--- src/rtl/data_mem.sv ---
// -----------------------------------------------------------------------------
// data_mem
//   Word-organised data memory for the CPU MEM stage. It takes a byte address
//   and performs word-granular accesses. Writes are synchronous and reads are
//   combinational. rst_n asynchronously clears every word to zero.
//
//   Ports
//     clk    in   1       clock; writes commit on the rising edge
//     rst_n  in   1       asynchronous active-low reset; clears all words
//     we     in   1       write enable, sampled on rising clk
//     a      in   ADDR_W  byte address; word index = a[$clog2(DEPTH)+1:2]
//     wd     in   DATA_W  write data
//     rd     out  DATA_W  read data, combinational from current a
//     err    out  1       misaligned-access flag (only with DMEM_ALIGN_CHECK_EN)
//
//   Build option
//     DMEM_ALIGN_CHECK_EN  when defined, adds err = (a[1:0] != 0) and
//                          suppresses misaligned writes. When undefined,
//                          a[1:0] is ignored and misaligned writes go to
//                          word IDX.
//
//   Address bits above the index are ignored. Accesses therefore wrap modulo
//   DEPTH*4 bytes.
// -----------------------------------------------------------------------------
module data_mem #(
  parameter int DATA_W = 32,
  parameter int ADDR_W = 32,
  parameter int DEPTH  = 64
) (
  input  logic              clk,
  input  logic              rst_n,
  input  logic              we,
  input  logic [ADDR_W-1:0] a,
  input  logic [DATA_W-1:0] wd,
  output logic [DATA_W-1:0] rd
`ifdef DMEM_ALIGN_CHECK_EN
  ,
  output logic              err
`endif
);

  localparam int IDX_W = $clog2(DEPTH);

  logic [DATA_W-1:0] mem [DEPTH];
  logic [IDX_W-1:0]  idx;
  logic              wr_en;

  assign idx = a[IDX_W+1:2];

`ifdef DMEM_ALIGN_CHECK_EN
  assign err   = (a[1:0] != 2'b00);
  assign wr_en = we & ~err;
`else
  // The byte-lane bits take no part in indexing in this build.
  logic unused_lsb;
  assign unused_lsb = ^a[1:0];
  assign wr_en      = we;
`endif

  // Upper address bits are dropped so that addresses alias modulo DEPTH words.
  generate
    if (ADDR_W > IDX_W + 2) begin : g_hi_unused
      logic unused_hi;
      assign unused_hi = ^a[ADDR_W-1:IDX_W+2];
    end
  endgenerate

  // Reset has priority over a write on the same edge. No write can land
  // while rst_n is low.
  always_ff @(posedge clk or negedge rst_n) begin
    if (!rst_n) begin
      for (int i = 0; i < DEPTH; i++) begin
        mem[i] <= '0;
      end
    end else if (wr_en) begin
      mem[idx] <= wd;
    end
  end

  // The read has no write bypass. A same-word write shows up only after the edge.
  assign rd = mem[idx];

endmodule

--- config.mk ---
export PLATFORM = sky130hd
export DESIGN_NAME = data_mem
export DESIGN_NICKNAME = d
export VERILOG_FILES = /design/src/rtl/data_mem.sv
export SDC_FILE = /design/constraint.sdc
export NUM_CORES = 2
export LEC_CHECK = 0
export ABC_AREA = 1
export BUFFER_PORTS_ARGS = -buffer_cell sky130_fd_sc_hd__buf_4
export CORE_AREA = 2 2 494 496
export CTS_BUF_LIST = sky130_fd_sc_hd__clkbuf_8
export DETAILED_ROUTE_END_ITERATION = 7
export DIE_AREA = 0 0 496 498
export SYNTH_ARGS = -nofsm -noshare
export SYNTH_HDL_FRONTEND = slang
export SYNTH_SLANG_ARGS = --single-unit
export TNS_END_PERCENT = 100
--- constraint.sdc ---
create_clock -name clk -period 2.69 [get_ports clk]
set_clock_uncertainty 0.2 [all_clocks]
set_input_delay 0.1345 -clock clk [delete_from_list [all_inputs] [get_ports clk]]
set_output_delay 0.1345 -clock clk [all_outputs]
set_load 0.005 [all_outputs]
Yosys cells after proc, flatten, opt, wreduce, memory -nomap -nowiden
Cells that the tools add are included.
{"block": "totals", "register_bits": 2048}
{"block": "op_classes", "bitwise_logic": 1, "magnitude_cmp": 2, "n_reduce_logical": 1, "muxes": 6}
{"operator": "2048-bit bitwise mux", "n": 1}
{"operator": "32-bit binary-select mux with 6-bit select", "n": 1}
{"operator": "32-bit demux with 6-bit select", "n": 1}
{"operator": "32-bit two-way mux", "n": 3}
{"operator": "7-bit >= comparator, second input constant", "n": 1}
{"operator": "7-bit by 1-bit less-than comparator with 1-bit output, second input constant", "n": 1}
{"operator": "6-bit NOT with 7-bit output", "n": 1}
{"operator": "1-bit logical AND", "n": 1}

Depth between registers and ports, before layout
{"block": "logic_depth", "depth_word": 6, "mapped_depth": 14}

Worst setup path after synthesis
OpenSTA, ideal clock, no wires.
{"block": "synth_timing", "path_kind": "input port to flip-flop", "start": "input a[5]", "end": "register mem[1601] (netlist bit)", "n_path_buf": 2, "cell_stages": 7, "slack_ps": 749, "t_required_ps": 2353, "arrival_ps": 1604, "path_cell_list": "buf_2 -> inv_2 -> nor3_2 -> inv_1 -> nor2_2 -> clkbuf_1 -> a21oi_1"}
{"block": "synth_via", "elab_chain_cells": 6, "elab_cells_between_ends": 7}
{"element": "start: declaration", "line_no": "33", "text": "input logic [ADDR_W-1:0] a,"}
{"element": "6-bit NOT with 7-bit output (not written as such) *", "line_no": "76", "text": "mem[idx] <= wd;"}
{"element": "7-bit >= comparator (not written as such) / 7-bit by 1-bit less-than comparator with 1-bit output (equally long branches)", "line_no": "76"}
{"element": "1-bit logical AND (not written as such)", "line_no": "76"}
{"element": "32-bit two-way mux (not written as such)", "line_no": "76"}
{"element": "32-bit demux with 6-bit select *", "line_no": "76"}
{"element": "2048-bit bitwise mux *", "line_no": "76"}
{"element": "end signal: indexed assignment", "line_no": "76"}
{"element": "end: declaration", "line_no": "44", "text": "logic [DATA_W-1:0] mem [DEPTH];"}
Every way passes the cells marked *; elsewhere a longest branch is shown, timed or not.
A chain may end at the register's enable or synchronous reset.

Worst setup path in the final report
{"block": "layout_timing", "start": "register mem[972] (netlist bit)", "end": "output rd[12]"}
{"block": "layout_via", "elab_chain_cells": 3}
{"element": "32-bit binary-select mux with 6-bit select", "line_no": "81", "text": "assign rd = mem[idx];"}
{"element": "32-bit two-way mux (not written as such) (2 in series)", "line_no": "81"}
{"element": "end: declaration", "line_no": "35", "text": "output logic [DATA_W-1:0] rd"}
Every way passes these cells. The select of a mux whose other input is x is not followed.

==> results.txt <==
----------------------------------------------------
[Outcome]
  Outcome ... complete, but fails checks
  Failing checks ... negative setup slack

[Timing]
  Slew HR ... 0.184
  Worst-case hold slack ... just over 80 ps
  Setup slack of the critical path after layout ... -206 ps
  Post-route setup TNS ... -3630 ps
  Number of setup violations in the final report ... 39
  Max Slew Vio Count ... 0
  Unrepaired setup endpoints after global routing ... yes
  F_max ... approximately 350 MHz
  Slew of the pin with the lowest slew margin ... around 1200 ps
  Final worst-path cycle share ... 1.08
  Shortest period the worst path allows ... between 2000 and 3000 ps
  Final Hold Viols ... 0

[Clock tree]
  Library cell used as clock root buffer ... sky130_fd_sc_hd__clkbuf_8
  Number of buffers created by CTS ... 370
  Number of sinks driven by the clock tree ... between 2000 and 2500
  Clk buf depth ... 4
  Skew-Pair Late Insertion Delay ... roughly 1100 ps
  Clock transition at the registers of the reported paths ... 60 ps
  CTS tree ... built
  CTS H-tree lvls ... 5

[Worst setup path]
  Kind of critical path ... flop to primary output
  Kind of end point of the critical path ... primary output
  Cell chain of the critical path ... nand2_1 > o21ai_2 > nand2_1 > nand2_2 > nand2_2 > nand2_1 > nand2_1 > nand2_1 > nor2_4 > buf_6 > nand2_4 > buf_6
  End of the worst register-to-register path ... mem[1516]
  Worst reg2reg startpoint ... mem[1516]
  Depth of the most critical reg-to-reg path ... 3
  CP Max Fanout ... 2
  Library cell contributing the largest single delay on the critical path ... sky130_fd_sc_hd__dfrtp_1
  Critical path data required time ... 2360 ps
  Most used cell along the critical path ... sky130_fd_sc_hd__nand2_1
  Critical Path Start Type ... flop
  Data arrival, critical path ... 2560 ps
  Worst reg2reg setup slack ... 1310 ps
  Maximum single-stage delay on the critical path ... ~380 ps

[Synth]
  Number of distinct library cells after synthesis ... 23
  Dominant combinational cell family by area after synthesis ... simple AND/OR/NAND/NOR gates
  Syn_nets ... about 13000
  Post-synthesis compound-gate area fraction ... 0.114
  Area share of the largest cell type after synthesis ... 0.533
  Share of synthesized area spent on multiplexers ... 0
  Post-synth top area cell ... sky130_fd_sc_hd__dfrtp_1
  Post-synthesis sequential element count ... roughly 2000
  Yosys warning count ... 0
  Cell area after synthesis ... between 90000 and 100000 sq um
  Share of synthesized cell area in full adder, half adder and majority cells ... 0
  Area contributors post-synth ... sky130_fd_sc_hd__dfrtp_1 53%, sky130_fd_sc_hd__nand2_1 26%, sky130_fd_sc_hd__o21ai_0 6.4%, sky130_fd_sc_hd__a21oi_1 4.7%, sky130_fd_sc_hd__nor2_1 3.8%
  Xor/xnor share of the synthesized area ... 0
  Synth Area per Inst ... between 7 and 8 sq um
  Synthesized instance count ... about 13000
  Sequential fraction of the synthesis area ... 0.533
  Share of synthesized cell area in and, or, nand and nor gates ... 0.303

[Die]
  IO Count ... 99
  Initial cell density of the core ... 0.397
  Core Region ... between 200000 and 250000 sq um
  Die ar. ... between 200000 and 250000 sq um
  Standard-cell row count ... roughly 180
  Die width ... a little under 500 um
  Chip height ... 498 um

[Place]
  Placer congestion estimate ... 0.834
  IO buf count ... 72
  DP Wirelength ... around 190 mm
  Total placed cells including tap cells ... 15842

[Power]
  Worst vdd ir ... between 0.0005 and 0.0006 V
  Leakage power summed over all cells ... about 58 nW
  Power density cells ... 715 nW/um^2

[Detailed routing]
  Number of vias per cell after detailed routing ... 5.02
  First-pass DRT Iterations ... 6
  Detail-routed net length per standard cell ... 18.9 um
  Total number of vias ... between 80000 and 90000
  DRT antenna net count ... 0
  Routed wire length ... approximately 320 mm
  Violation count after the first detailed-route iteration ... approximately 7100
  Final routed DRC violation total ... 0

[Finish]
  Fill cells ... 24388
  Largest registers ranked by flip-flop count ... mem x2048
  Multi-input gate area ... roughly 41000 sq um
  Register with the highest flop count ... mem
  Number of nets in the layout ... roughly 13000
  Layout cells sized above 1 ... 0.112
  Flip-flop count of the largest register, all copies and words added ... 2048
  FF/Latch Area ... 51200 sq um
  Non-filler instance count after layout ... around 17000
  Layout overhead on the synthesized area ... 18.2%

[Flow run]
  Max Cap Viol ... 0

[GRT]
  Antenna violations before repair ... 11
  Largest net degree at the start of global routing ... 98
  Sum of overflow across all layers after global routing ... 0
  Vias in the first global route ... 78712
  Global-route wire length before repair ... approximately 480 mm
  Total routing resource utilization after global routing ... 0.253

[Worst hold path]
  Launch instance of the worst min-delay path ... wd[18]
  Path class of the lowest-slack min-delay path ... primary input to flop
  Worst Hold Depth ... 5
  Endpoint, Worst Hold ... mem[1682]

----------------------------------------------------
## synthesized netlist by cell type, drive strengths merged
cell	count
a21oi	908
buf	226
clkbuf	774
dfrtp	2048
inv	201
nand2	6646
nand3	10
nand4	1
nor2	1015
nor3	9
nor4	2
o211ai	7
o21ai	1276
or2	1
## cells by family after synthesis
group | after synthesis
flops | 2048
compound gates | 2191
simple gates | 7684
buf+inv | 1201
## metal layers
layer | routed length [um] | track usage
met5 | 48 | 0
met4 | 9490 | 0.0832
met3 | 22500 | 0.0548
met2 | 140000 | 0.387
met1 | 143000 | 0.355
## area by class of cell
| class | instances | area share |
|---|---|---|
| repair buffers | 712 | 0.0778 |
| well taps | 3202 | 0.0353 |
| clock inverters | 142 | 0.00579 |
| flip-flops and latches | 2048 | 0.451 |
| multi-input cells | 9875 | 0.365 |
| inverters | 201 | 0.00684 |
| clock buffers | 478 | 0.0579 |
| diodes | 6 | 0.000132 |
## repair_timing
item / CTS / global route
pin swaps: 128 / 135
setup buffers: 7 / 37
endpoints found under the setup margin: 32 / 292
cloned: 0 / 3
hold buffers: 148 / 5
resized for setup: 282 / 199
hold endpoints to repair: 4096 / 190
## where the power goes
group | leakage (nW) | internal [mW] | switching [mW]
Combinational | 27.8 | 5.38 | 8.35
Sequential | 26.3 | 35.9 | 2.44
Clock | 4.17 | 16.0 | 13.2
Total | 58.2 | 57.3 | 24.0
## critical path: cells and delay by family (launching register included)
kind	cells	cell delay [ps]
AOI/OAI and AO/OA	1	50
buffers and inverters	2	280
and+or+nand+nor	9	750
DFF	1	380
## worst max path at each step
stage / start / to / slack (ps) / cells after the start
2_1_floorplan: a[5] / mem[1601] / 750 / 7
3_3_place_gp: a[2] / rd[17] / -90 / 13
3_5_place_dp: a[2] / rd[17] / -40 / 13
4_1_cts: mem[972] / rd[12] / -330 / 12
5_1_grt: mem[972] / rd[12] / -370 / 12
6_report: mem[972] / rd[12] / -210 / 12
## layout by cell type (no fill, tap or decap), drive strengths merged
cell type | netlist | layout
o21ai | 1276 | 1276
or2 | 1 | 1
nand2 | 6646 | 6646
nor4 | 2 | 2
o211ai | 7 | 7
clkbuf | 774 | 480
a21oi | 908 | 908
buf | 226 | 563
dfrtp | 2048 | 2048
nand3 | 10 | 10
dlymetal6s2s | 0 | 1
nor3 | 9 | 9
clkinvlp | 0 | 3
dlygate4sd3 | 0 | 146
nand4 | 1 | 1
inv | 201 | 317
nor2 | 1015 | 1015
diode | 0 | 6
bufinv | 0 | 3
clkinv | 0 | 20
## stage by stage
step	worst slack [ps]	area, sq um	utilization	total power [mW]
3_5_place_dp	-38.8	103000	0.426	51.8
3_3_place_gp	-86.1	103000	0.426	51.4
6_report	-206	114000	0.470	81.3
2_1_floorplan	749	96100	-	47.2
4_1_cts	-328	113000	0.466	81.6
5_1_grt	-369	114000	0.470	86.0
Note: power is estimated with default switching activity, not from simulation.
